<file path="src/rtl/id_ex_pipe_reg_if.sv">
// ============================================================================
// Module   : id_ex_pipe_reg_if
// Brief    : ID-side inputs and EX-side registered outputs of the ID/EX register.
// Revision : 1.0
// ============================================================================
`default_nettype none

interface id_ex_pipe_reg_if;
  logic        id_valid;
  logic [31:0] id_pc;
  logic [31:0] id_rs_data;
  logic [31:0] id_rt_data;
  logic [31:0] id_imm32;
  logic [4:0]  id_rs;
  logic [4:0]  id_rt;
  logic [4:0]  id_rd;
  logic [4:0]  id_shamt;
  logic        id_uses_rs;
  logic        id_uses_rt;
  logic [3:0]  id_alu_ctrl;
  logic        id_alu_src_b;
  logic [1:0]  id_reg_dst;
  logic        id_reg_write;
  logic        id_mem_read;
  logic        id_mem_write;
  logic        id_mem_to_reg;

  logic        ex_valid;
  logic [31:0] ex_pc;
  logic [31:0] ex_rs_data;
  logic [31:0] ex_rt_data;
  logic [31:0] ex_imm32;
  logic [4:0]  ex_rs;
  logic [4:0]  ex_rt;
  logic [4:0]  ex_rd;
  logic [4:0]  ex_shamt;
  logic [3:0]  ex_alu_ctrl;
  logic        ex_alu_src_b;
  logic [1:0]  ex_reg_dst;
  logic        ex_reg_write;
  logic        ex_mem_read;
  logic        ex_mem_write;
  logic        ex_mem_to_reg;

  modport master (
    output id_valid, id_pc, id_rs_data, id_rt_data, id_imm32, id_rs, id_rt, id_rd,
           id_shamt, id_uses_rs, id_uses_rt, id_alu_ctrl, id_alu_src_b, id_reg_dst,
           id_reg_write, id_mem_read, id_mem_write, id_mem_to_reg,
    input  ex_valid, ex_pc, ex_rs_data, ex_rt_data, ex_imm32, ex_rs, ex_rt, ex_rd,
           ex_shamt, ex_alu_ctrl, ex_alu_src_b, ex_reg_dst, ex_reg_write,
           ex_mem_read, ex_mem_write, ex_mem_to_reg
  );

  modport slave (
    input  id_valid, id_pc, id_rs_data, id_rt_data, id_imm32, id_rs, id_rt, id_rd,
           id_shamt, id_uses_rs, id_uses_rt, id_alu_ctrl, id_alu_src_b, id_reg_dst,
           id_reg_write, id_mem_read, id_mem_write, id_mem_to_reg,
    output ex_valid, ex_pc, ex_rs_data, ex_rt_data, ex_imm32, ex_rs, ex_rt, ex_rd,
           ex_shamt, ex_alu_ctrl, ex_alu_src_b, ex_reg_dst, ex_reg_write,
           ex_mem_read, ex_mem_write, ex_mem_to_reg
  );
endinterface

`default_nettype wire

</file>
<file path="src/rtl/id_ex_pipe_reg.sv">
// ============================================================================
// Module   : id_ex_pipe_reg
// Brief    : ID/EX pipeline register with load-use bubble insertion and counter.
// Revision : 1.0
// ============================================================================
`default_nettype none

module id_ex_pipe_reg #(
  parameter int CNT_W = 16
) (
  input  wire logic             clk,
  input  wire logic             rst,
  input  wire logic             stall,
  input  wire logic             flush,
  id_ex_pipe_reg_if.slave       bus,
  output logic                  load_use_stall,
  output logic [CNT_W-1:0]      bubble_cnt
);

  localparam logic [CNT_W-1:0] c_cnt_max = {CNT_W{1'b1}};
  localparam logic [CNT_W-1:0] c_cnt_one = {{(CNT_W-1){1'b0}}, 1'b1};

  logic             w_rs_hit;
  logic             w_rt_hit;
  logic             w_update;
  logic             w_load;
  logic             w_ctrl_ok;
  logic [CNT_W-1:0] r_bubble_cnt;

  // Writes to $0 never create a real dependency, so they are excluded.
  assign w_rs_hit = bus.id_uses_rs & (bus.ex_rt == bus.id_rs);
  assign w_rt_hit = bus.id_uses_rt & (bus.ex_rt == bus.id_rt);
  assign load_use_stall = bus.ex_valid & bus.ex_mem_read & bus.id_valid &
                          (bus.ex_rt != 5'd0) & (w_rs_hit | w_rt_hit);

  // Flush beats stall; a bubble is simply an update with every field zeroed.
  assign w_update  = flush | ~stall;
  assign w_load    = ~flush & ~load_use_stall;
  assign w_ctrl_ok = w_load & bus.id_valid;

  always_ff @(posedge clk or posedge rst) begin
    if (rst) begin
      bus.ex_valid      <= 1'b0;
      bus.ex_pc         <= '0;
      bus.ex_rs_data    <= '0;
      bus.ex_rt_data    <= '0;
      bus.ex_imm32      <= '0;
      bus.ex_rs         <= '0;
      bus.ex_rt         <= '0;
      bus.ex_rd         <= '0;
      bus.ex_shamt      <= '0;
      bus.ex_alu_ctrl   <= '0;
      bus.ex_alu_src_b  <= 1'b0;
      bus.ex_reg_dst    <= '0;
      bus.ex_reg_write  <= 1'b0;
      bus.ex_mem_read   <= 1'b0;
      bus.ex_mem_write  <= 1'b0;
      bus.ex_mem_to_reg <= 1'b0;
    end else if (w_update) begin
      bus.ex_valid      <= w_load & bus.id_valid;
      bus.ex_pc         <= w_load ? bus.id_pc      : '0;
      bus.ex_rs_data    <= w_load ? bus.id_rs_data : '0;
      bus.ex_rt_data    <= w_load ? bus.id_rt_data : '0;
      bus.ex_imm32      <= w_load ? bus.id_imm32   : '0;
      bus.ex_rs         <= w_load ? bus.id_rs      : '0;
      bus.ex_rt         <= w_load ? bus.id_rt      : '0;
      bus.ex_rd         <= w_load ? bus.id_rd      : '0;
      bus.ex_shamt      <= w_load ? bus.id_shamt   : '0;
      bus.ex_alu_ctrl   <= w_load ? bus.id_alu_ctrl : '0;
      bus.ex_alu_src_b  <= w_load & bus.id_alu_src_b;
      bus.ex_reg_dst    <= w_load ? bus.id_reg_dst : '0;
      bus.ex_reg_write  <= w_ctrl_ok & bus.id_reg_write;
      bus.ex_mem_read   <= w_ctrl_ok & bus.id_mem_read;
      bus.ex_mem_write  <= w_ctrl_ok & bus.id_mem_write;
      bus.ex_mem_to_reg <= w_load & bus.id_mem_to_reg;
    end
  end

  always_ff @(posedge clk or posedge rst) begin
    if (rst) begin
      r_bubble_cnt <= '0;
    end else if (~flush & ~stall & load_use_stall & (r_bubble_cnt != c_cnt_max)) begin
      r_bubble_cnt <= r_bubble_cnt + c_cnt_one;
    end
  end

  assign bubble_cnt = r_bubble_cnt;

endmodule

`default_nettype wire

</file>
<file path="src/flat_wrapper.sv">
// flat-port wrapper written by rule: the top's interface ports become plain ports
module id_ex_pipe_reg_flat 
#(
  parameter int CNT_W = 16
)
  (clk, rst, stall, flush, load_use_stall, bubble_cnt, bus_id_valid, bus_id_pc, bus_id_rs_data, bus_id_rt_data, bus_id_imm32, bus_id_rs, bus_id_rt, bus_id_rd, bus_id_shamt, bus_id_uses_rs, bus_id_uses_rt, bus_id_alu_ctrl, bus_id_alu_src_b, bus_id_reg_dst, bus_id_reg_write, bus_id_mem_read, bus_id_mem_write, bus_id_mem_to_reg, bus_ex_valid, bus_ex_pc, bus_ex_rs_data, bus_ex_rt_data, bus_ex_imm32, bus_ex_rs, bus_ex_rt, bus_ex_rd, bus_ex_shamt, bus_ex_alu_ctrl, bus_ex_alu_src_b, bus_ex_reg_dst, bus_ex_reg_write, bus_ex_mem_read, bus_ex_mem_write, bus_ex_mem_to_reg);
  id_ex_pipe_reg_if bus_i ();
  input  wire logic clk;
  input  wire logic rst;
  input  wire logic stall;
  input  wire logic flush;
  output logic load_use_stall;
  output logic [CNT_W-1:0] bubble_cnt;
  input wire logic [$bits(bus_i.id_valid)-1:0] bus_id_valid;
  input wire logic [$bits(bus_i.id_pc)-1:0] bus_id_pc;
  input wire logic [$bits(bus_i.id_rs_data)-1:0] bus_id_rs_data;
  input wire logic [$bits(bus_i.id_rt_data)-1:0] bus_id_rt_data;
  input wire logic [$bits(bus_i.id_imm32)-1:0] bus_id_imm32;
  input wire logic [$bits(bus_i.id_rs)-1:0] bus_id_rs;
  input wire logic [$bits(bus_i.id_rt)-1:0] bus_id_rt;
  input wire logic [$bits(bus_i.id_rd)-1:0] bus_id_rd;
  input wire logic [$bits(bus_i.id_shamt)-1:0] bus_id_shamt;
  input wire logic [$bits(bus_i.id_uses_rs)-1:0] bus_id_uses_rs;
  input wire logic [$bits(bus_i.id_uses_rt)-1:0] bus_id_uses_rt;
  input wire logic [$bits(bus_i.id_alu_ctrl)-1:0] bus_id_alu_ctrl;
  input wire logic [$bits(bus_i.id_alu_src_b)-1:0] bus_id_alu_src_b;
  input wire logic [$bits(bus_i.id_reg_dst)-1:0] bus_id_reg_dst;
  input wire logic [$bits(bus_i.id_reg_write)-1:0] bus_id_reg_write;
  input wire logic [$bits(bus_i.id_mem_read)-1:0] bus_id_mem_read;
  input wire logic [$bits(bus_i.id_mem_write)-1:0] bus_id_mem_write;
  input wire logic [$bits(bus_i.id_mem_to_reg)-1:0] bus_id_mem_to_reg;
  output wire logic [$bits(bus_i.ex_valid)-1:0] bus_ex_valid;
  output wire logic [$bits(bus_i.ex_pc)-1:0] bus_ex_pc;
  output wire logic [$bits(bus_i.ex_rs_data)-1:0] bus_ex_rs_data;
  output wire logic [$bits(bus_i.ex_rt_data)-1:0] bus_ex_rt_data;
  output wire logic [$bits(bus_i.ex_imm32)-1:0] bus_ex_imm32;
  output wire logic [$bits(bus_i.ex_rs)-1:0] bus_ex_rs;
  output wire logic [$bits(bus_i.ex_rt)-1:0] bus_ex_rt;
  output wire logic [$bits(bus_i.ex_rd)-1:0] bus_ex_rd;
  output wire logic [$bits(bus_i.ex_shamt)-1:0] bus_ex_shamt;
  output wire logic [$bits(bus_i.ex_alu_ctrl)-1:0] bus_ex_alu_ctrl;
  output wire logic [$bits(bus_i.ex_alu_src_b)-1:0] bus_ex_alu_src_b;
  output wire logic [$bits(bus_i.ex_reg_dst)-1:0] bus_ex_reg_dst;
  output wire logic [$bits(bus_i.ex_reg_write)-1:0] bus_ex_reg_write;
  output wire logic [$bits(bus_i.ex_mem_read)-1:0] bus_ex_mem_read;
  output wire logic [$bits(bus_i.ex_mem_write)-1:0] bus_ex_mem_write;
  output wire logic [$bits(bus_i.ex_mem_to_reg)-1:0] bus_ex_mem_to_reg;
  assign bus_i.id_valid = bus_id_valid;
  assign bus_i.id_pc = bus_id_pc;
  assign bus_i.id_rs_data = bus_id_rs_data;
  assign bus_i.id_rt_data = bus_id_rt_data;
  assign bus_i.id_imm32 = bus_id_imm32;
  assign bus_i.id_rs = bus_id_rs;
  assign bus_i.id_rt = bus_id_rt;
  assign bus_i.id_rd = bus_id_rd;
  assign bus_i.id_shamt = bus_id_shamt;
  assign bus_i.id_uses_rs = bus_id_uses_rs;
  assign bus_i.id_uses_rt = bus_id_uses_rt;
  assign bus_i.id_alu_ctrl = bus_id_alu_ctrl;
  assign bus_i.id_alu_src_b = bus_id_alu_src_b;
  assign bus_i.id_reg_dst = bus_id_reg_dst;
  assign bus_i.id_reg_write = bus_id_reg_write;
  assign bus_i.id_mem_read = bus_id_mem_read;
  assign bus_i.id_mem_write = bus_id_mem_write;
  assign bus_i.id_mem_to_reg = bus_id_mem_to_reg;
  assign bus_ex_valid = bus_i.ex_valid;
  assign bus_ex_pc = bus_i.ex_pc;
  assign bus_ex_rs_data = bus_i.ex_rs_data;
  assign bus_ex_rt_data = bus_i.ex_rt_data;
  assign bus_ex_imm32 = bus_i.ex_imm32;
  assign bus_ex_rs = bus_i.ex_rs;
  assign bus_ex_rt = bus_i.ex_rt;
  assign bus_ex_rd = bus_i.ex_rd;
  assign bus_ex_shamt = bus_i.ex_shamt;
  assign bus_ex_alu_ctrl = bus_i.ex_alu_ctrl;
  assign bus_ex_alu_src_b = bus_i.ex_alu_src_b;
  assign bus_ex_reg_dst = bus_i.ex_reg_dst;
  assign bus_ex_reg_write = bus_i.ex_reg_write;
  assign bus_ex_mem_read = bus_i.ex_mem_read;
  assign bus_ex_mem_write = bus_i.ex_mem_write;
  assign bus_ex_mem_to_reg = bus_i.ex_mem_to_reg;
  id_ex_pipe_reg #(.CNT_W(CNT_W)) u_core (.clk(clk), .rst(rst), .stall(stall), .flush(flush), .bus(bus_i), .load_use_stall(load_use_stall), .bubble_cnt(bubble_cnt));
endmodule
</file>
<file path="config.mk">
export PLATFORM = sky130hd
export DESIGN_NAME = id_ex_pipe_reg_flat
export DESIGN_NICKNAME = d
export VERILOG_FILES = /design/src/rtl/id_ex_pipe_reg_if.sv /design/src/rtl/id_ex_pipe_reg.sv /design/src/flat_wrapper.sv
export SDC_FILE = /design/constraint.sdc
export NUM_CORES = 1
export LEC_CHECK = 0
export BUFFER_PORTS_ARGS = -buffer_cell sky130_fd_sc_hd__buf_2
export CORE_MARGIN = 4
export CORE_UTILIZATION = 30
export DETAILED_ROUTE_END_ITERATION = 10
export PLACE_DENSITY = 0.58
export SETUP_SLACK_MARGIN = 0.4
export SYNTH_ARGS = -nofsm -noshare
export SYNTH_HDL_FRONTEND = slang
export SYNTH_SLANG_ARGS = --single-unit
</file>
<file path="constraint.sdc">
create_clock -name clk -period 8.1 [get_ports clk]
set_clock_uncertainty 0.1 [all_clocks]
set_input_delay 0.405 -clock clk [delete_from_list [all_inputs] [get_ports clk]]
set_output_delay 0.405 -clock clk [all_outputs]
set_load 0.01 [all_outputs]
</file>
=== Word-level counts from Yosys, hierarchy flattened ===
Cells that the tools add are included.

* Register bits after elaboration: 176
* Input port bits: 166
* Output and inout bits: 177

* Add/subtract/negate cells: 1
* Equality and inequality tests: 3
* Multiplexer cells: 10
* Bitwise logic cells: 21
* Reductions and logical operators: 1

{| class="wikitable"
|+ Operators by type and width
! kind !! number
|-
| two-way mux 32 bit || 4
|-
| two-way mux 5 bit || 4
|-
| adder 16 x 1 -> 16 bit (second input constant) || 1
|-
| bitwise AND 1 bit || 16
|-
| != test 16 bit (second input constant) || 1
|-
| equality test 5 bit || 2
|-
| nonzero test 5 bit || 1
|-
| two-way mux 4 bit || 1
|-
| inverter 1 bit || 3
|-
| two-way mux 2 bit || 1
|-
| OR 1 bit || 2
|}

=== Longest topological paths before layout ===
* Depth in word-level cells: 8
* Mapped depth: 8
* Depth with buffers taken out: 6

=== Worst setup path before layout ===
No wires, ideal clock.

* Kind: register to register
* Start: register u_core.r_bubble_cnt[0], in the netlist u_core.bubble_cnt[0]
* End: register u_core.r_bubble_cnt[1], in the netlist u_core.bubble_cnt[1]
* Library setup time: 125 ps
* Arrival: 1,951 ps
* Path slack: 5,924 ps
* Stages on the path, launching flop included: 7
* Clock period less this slack: 2,176 ps
* Path through: dfrtp_1 -> ha_1 -> and3_1 -> and4_1 -> a311o_2 -> nor2_1 -> mux2_2

* Word-level cells in the longest chain between the ends: 2
* Elaborated cells between the ends (all ways): 3
* Classes of those cells: add/sub (1); eq/ne (1); bitwise (1)

{| class="wikitable"
|+ Ends and longest elaborated chain
! element !! line !! text
|-
| from (decl) || id_ex_pipe_reg.sv:28 || <nowiki>logic [CNT_W-1:0] r_bubble_cnt;</nowiki>
|-
| from (signal assigned) || id_ex_pipe_reg.sv:83 || <nowiki>r_bubble_cnt <= r_bubble_cnt + c_cnt_one;</nowiki>
|-
| branches (longest 2 deep; another with adder 16 x 1 -> 16 bit) || - ||
|}

Parallel ways; which one is timed is not known.
A chain may end at the register's enable or synchronous reset.

=== Worst setup path in the final report ===
* Start: register u_core.bus.ex_rt[4]
* End: register u_core.bus.ex_rs_data[23]

* Word-level cells in the longest chain between the ends: 7
* Elaborated cells between the ends (all ways): 11
* Classes of those cells: eq/ne (2); mux (1); bitwise (7); reduce/logical (1)

{| class="wikitable"
|+ Ends and longest elaborated chain
! element !! line !! text
|-
| from (decl) || id_ex_pipe_reg_if.sv:58 || <nowiki>output ex_valid, ex_pc, ex_rs_data, ex_rt_data, ex_imm32, ex_rs, ex_rt, ex_rd,</nowiki>
|-
| from (signal assigned) || id_ex_pipe_reg.sv:66 || <nowiki>bus.ex_rt <= w_load ? bus.id_rt : '0;</nowiki>
|-
| equality test 5 bit, on equally long branches || id_ex_pipe_reg.sv:31, id_ex_pipe_reg.sv:32 ||
|-
| bitwise AND 1 bit, on equally long branches || id_ex_pipe_reg.sv:31, id_ex_pipe_reg.sv:32 ||
|-
| OR 1 bit || id_ex_pipe_reg.sv:34 || <nowiki>(bus.ex_rt != 5'd0) & (w_rs_hit | w_rt_hit);</nowiki>
|-
| bitwise AND 1 bit * || id_ex_pipe_reg.sv:34 ||
|-
| inverter 1 bit * || id_ex_pipe_reg.sv:38 || <nowiki>assign w_load = ~flush & ~load_use_stall;</nowiki>
|-
| bitwise AND 1 bit * || id_ex_pipe_reg.sv:38 ||
|-
| two-way mux 32 bit * || id_ex_pipe_reg.sv:62 || <nowiki>bus.ex_rs_data <= w_load ? bus.id_rs_data : '0;</nowiki>
|-
| to (signal assigned) || id_ex_pipe_reg.sv:62 ||
|-
| to (decl) || id_ex_pipe_reg_if.sv:58 ||
|}

Mark *: on every way between the ends. The rest lies on a longest branch, timed or not.

==> metrics.sh <==
GPL.FINAL_WEIGHTED_CONGESTION=0.7695
CTS_POST_SETUP_BUFFERS_INSERTED=0
GRT_START_MAX_NET_PINS=90
CTS_SINKS=176
LARGEST_FAMILY_OF_LOGIC_CELLS_BY_SYNTHESIZED_AREA='compound AO/OA/AOI/OAI gates'
ANTENNA_DIODES=0
SYNTH_SEQ_CELLS=176
GRT_PASS1_VIAS=5226
CTS-BUFFERS-INSERTED=17
RRSETUPSLACK_NS=4.38
CAP_VIOLATIONS=0
WORSTHOLDPATHTYPE='in2reg'
GLOBALROUTE.TOTALOVERFLOW=0
AREAGROWTHSYNTHTOFINISH_PCT=36.82
TNS_NS=0
SYNTH-XOR-AREA-SHARE_PCT=3.332
DETAILED_PLACE.AREA_SQ_MM=0.008448
CRITICAL_PATH.SLOWEST_CELL='o21ba_4'
FINALSETUPVIOLATIONS=0
FLOORPLAN_DIE_WIDTH_UM=156
SLEW_HEADROOM_PCT=36.07
CRITICAL_PATH_PEAK_FANOUT=89
SYNTH-EDFF-COUNT=0
FINAL_MAX_SLEW_VIOL_COUNT=0
IR_DROP_uV=113.8
SYNTH_FP_NETS=614
WORST_R2R_PATH_DEPTH=6
SYNTH_TOP_FLOP_CELL='dfrtp_1'
CRIT_CHAIN='xor2_1 -> nor4_2 -> a32oi_2 -> o21ba_4 -> buf_4 -> a22o_1'
LAYOUT_MIN_CYCLE_TIME_NS=3.715
MULTI_INPUT_GATE_AREA_SQ_MM=0.001938
WORST_SLEW_PIN_SLEW_NS=0.9590
FINAL-INSTANCE-COUNT-EXCL-FILL=1063
CORE_REGION_AREA_SQ_MM=0.02129
NNETSFINAL=943
STATUS='finished, final reports clean'
CTS_HOLD_BUF=1
ROUTEDWLPERCELL_UM=17.50
DRC=0
DETAIL-ROUTE-ANTENNA-NETS=0
SEQUENTIAL_FRACTION_OF_THE_SYNTHESIS_AREA_PCT=67.02
POST_ROUTE_CELLS_DRIVE_ABOVE_1_SHARE_PCT=48.86
DIE-HEIGHT_UM=156
POST_DRT_VIA_CELL_RATIO=4.768
POST-SYNTH-TOP-AREA-CELL='dfrtp_1'
POWER_DENSITY_mW_PER_MM2=212.9
LAYOUT.CELLS.MOST_COMMON='buf_2'
CTS.PATH.MAX_BUFFERS=2
MAX_FREQ_MHz=269.1
GRT_PASS1_WL_MM=28.99
TIMING.CRITICAL_PATH.ARRIVAL_NS=3.96
INSERTION_DELAY_NS=0.42
PLACE_INST=1031
CLOCK_TREE_FROM_TRITONCTS='done'
TIMING.HOLD.WORST_PATH_DEPTH=2
MIN-DELAY-START='bus_id_alu_ctrl[2]'
HOLD_VIOL=0
POST_CTS_RESIZE_COUNT=0
NUMBER_OF_INSERTED_FILLER_CELLS_IN_THE_FINAL_LAYOUT=2010
SETUP.WORST_PATH.START_CLASS='flip-flop'
PLACE.DETAILED.HPWL_MM=12.97
WORST_SETUP_EP_TYPE='flip-flop'
MUXSHAREOFSYNTHAREA_PCT=0.1714
NUM_IO_PINS=343
SYNTH.CELL_AREA_SQ_MM=0.006571
SYNTH_FA_HA_AREA_SHARE_PCT=0.1904
TOTAL_DIE_AREA_SQ_MM=0.02434
GRT_ANTENNA_BEFORE_REPAIR=1
CLOCK_TREE.ROOT_CELL='clkbuf_16'
POWER.STATIC_LEAKAGE_nW=5.066
LAYOUT.CELLS.MOST_COMMON_LIST='342 x buf_2, 176 x dfrtp_1, 157 x a22o_1, 22 x xor2_1, 17 x clkbuf_16'
YS_TYPES=29
CRIT_REQUIRED_NS=8.34
DRT_ITER0_MARKERS=330
TIMING.CRITICAL_PATH.SLOWEST_CELL_DELAY_NS=0.84
ASYNC_RESET_FF_SHARE_PCT=100.0
SYNTHESIS.AREA_PER_INSTANCE_SQ_UM=14.70
FF_LATCH_AREA_SQ_MM=0.004404
SYN_INST=447
YOSYSWARNINGCOUNT=0
WIRELENGTH_MM=18.60
FLOORPLAN.ROWS=53
SYNTHSIMPLEGATEAREAFRAC_PCT=3.503
POST_SYNTH_MAIN_AREA_CONTRIBUTORS='dfrtp_1 67%, a22o_1 21%, xor2_1 2.9%, buf_6 1.9%, clkbuf_1 1.1%'
CRIT-REG2REG-LAUNCH='u_core.bus.ex_rt[4]$_DFFE_PP0P_'
DRT_PRE_ANTENNA_ITERS=4
INITIAL_CORE_UTIL_PCT=30.87
VIAS=5068
MIN_DELAY_WORST_ENDPOINT='u_core.bus.ex_alu_ctrl[2]$_DFFE_PP0P_'
SYNTH_COMPOUND_GATE_AREA_SHARE_PCT=22.09
GLOBAL_ROUTE.USAGE.TOTAL_PCT=14.85
SYNTH_TOP_CELL_AREA_SHARE_PCT=67.02
WHS_NS=0.08979
TIMING.FINAL.CRIT_SHARE_PCT=45.87
TIMING.RR.END='u_core.bus.ex_rs_data[23]$_DFFE_PP0P_'
CLK_TRANSITION_REPORTED_PATHS_NS=0.07
PORT_BUFFERS=342
POST_ROUTE_CELL_AREA_SQ_MM=0.008991
SETUP_REPAIR_AFTER_GLOBAL_ROUTING_MISSED_ITS_MARGIN='no'
CTS.HTREE.LEVELS=4
POST-ROUTE-UTIL_PCT=42.24
PATH_CLASS='reg2reg'
==> synth_stat cells, types with 2 or more instances <==
cell	count
and3_1	4
nor2_1	3
inv_1	2
buf_2	8
and4_1	2
a32o_1	3
xor2_1	22
nor3b_1	3
dfrtp_1	176
clkbuf_1	19
buf_6	11
a22o_1	157
nand3_1	8
nor3_1	11
nand2_1	2
xnor2_1	3
==> power breakdown <==
group / switching [mW] / leakage, nW / internal, mW
registers: 0.0251 / 2.35 / 0.923
clock network: 0.361 / 0.251 / 0.397
logic: 0.114 / 2.47 / 0.0957
total: 0.499 / 5.07 / 1.42
==> area by class of cell <==
cell class                      count  share of cell area (%)
Sequential cell                   176                   48.98
Multi-Input combinational cell    231                   21.56
Timing Repair Buffer              348                   19.57
Clock buffer                       18                   4.773
Tap cell                          275                   3.827
Clock inverter                     13                   1.155
Inverter                            2                  0.1392
==> layer usage <==
layer  track usage [%]  share of wire, %
met5                 0             0.038
met2             22.71                46
met4             4.585               1.3
met1             19.72                43
met3             5.548               9.5
==> worst max-delay path by stage <==
stage                                                  to                             from  depth (start not counted)
floorplan                u_core.bubble_cnt[0]$_DFFE_PP0P_                              rst                          1
global placement          u_core.bus.ex_rt[0]$_DFFE_PP0P_                     bus_id_rs[4]                          7
detailed placement  u_core.bus.ex_rs_data[18]$_DFFE_PP0P_                     bus_id_rs[4]                          7
CTS                 u_core.bus.ex_rs_data[18]$_DFFE_PP0P_  u_core.bus.ex_rt[4]$_DFFE_PP0P_                          6
global route        u_core.bus.ex_rs_data[10]$_DFFE_PP0P_  u_core.bus.ex_rt[4]$_DFFE_PP0P_                          6
finish              u_core.bus.ex_rs_data[23]$_DFFE_PP0P_  u_core.bus.ex_rt[4]$_DFFE_PP0P_                          6
==> cells by family (layout without fill, tap and decap cells) <==
family	count (synthesis)	count (layout)
flops	176	176
fa+ha+maj	1	1
compound gates	164	164
simple gates	40	40
mux	1	1
buf+inv	40	381
xor+xnor	25	25
==> through the flow <==
step | setup WS [ns] | power (mW)
floorplan | 2.821 | 1.069
global placement | 4.336 | 1.176
detailed placement | 4.307 | 1.177
CTS | 4.351 | 1.944
global route | 4.056 | 2.007
finish | 4.385 | 1.914
==> critical path, delay by kind of cell (launching register included) <==
kind            cells  cell delay [ns]
simple gates        1             0.09
buf+inv             1             0.81
compound gates      3             1.78
xor+xnor            1             0.27
flops               1             0.43
Note: power is estimated with default switching activity, not from simulation.
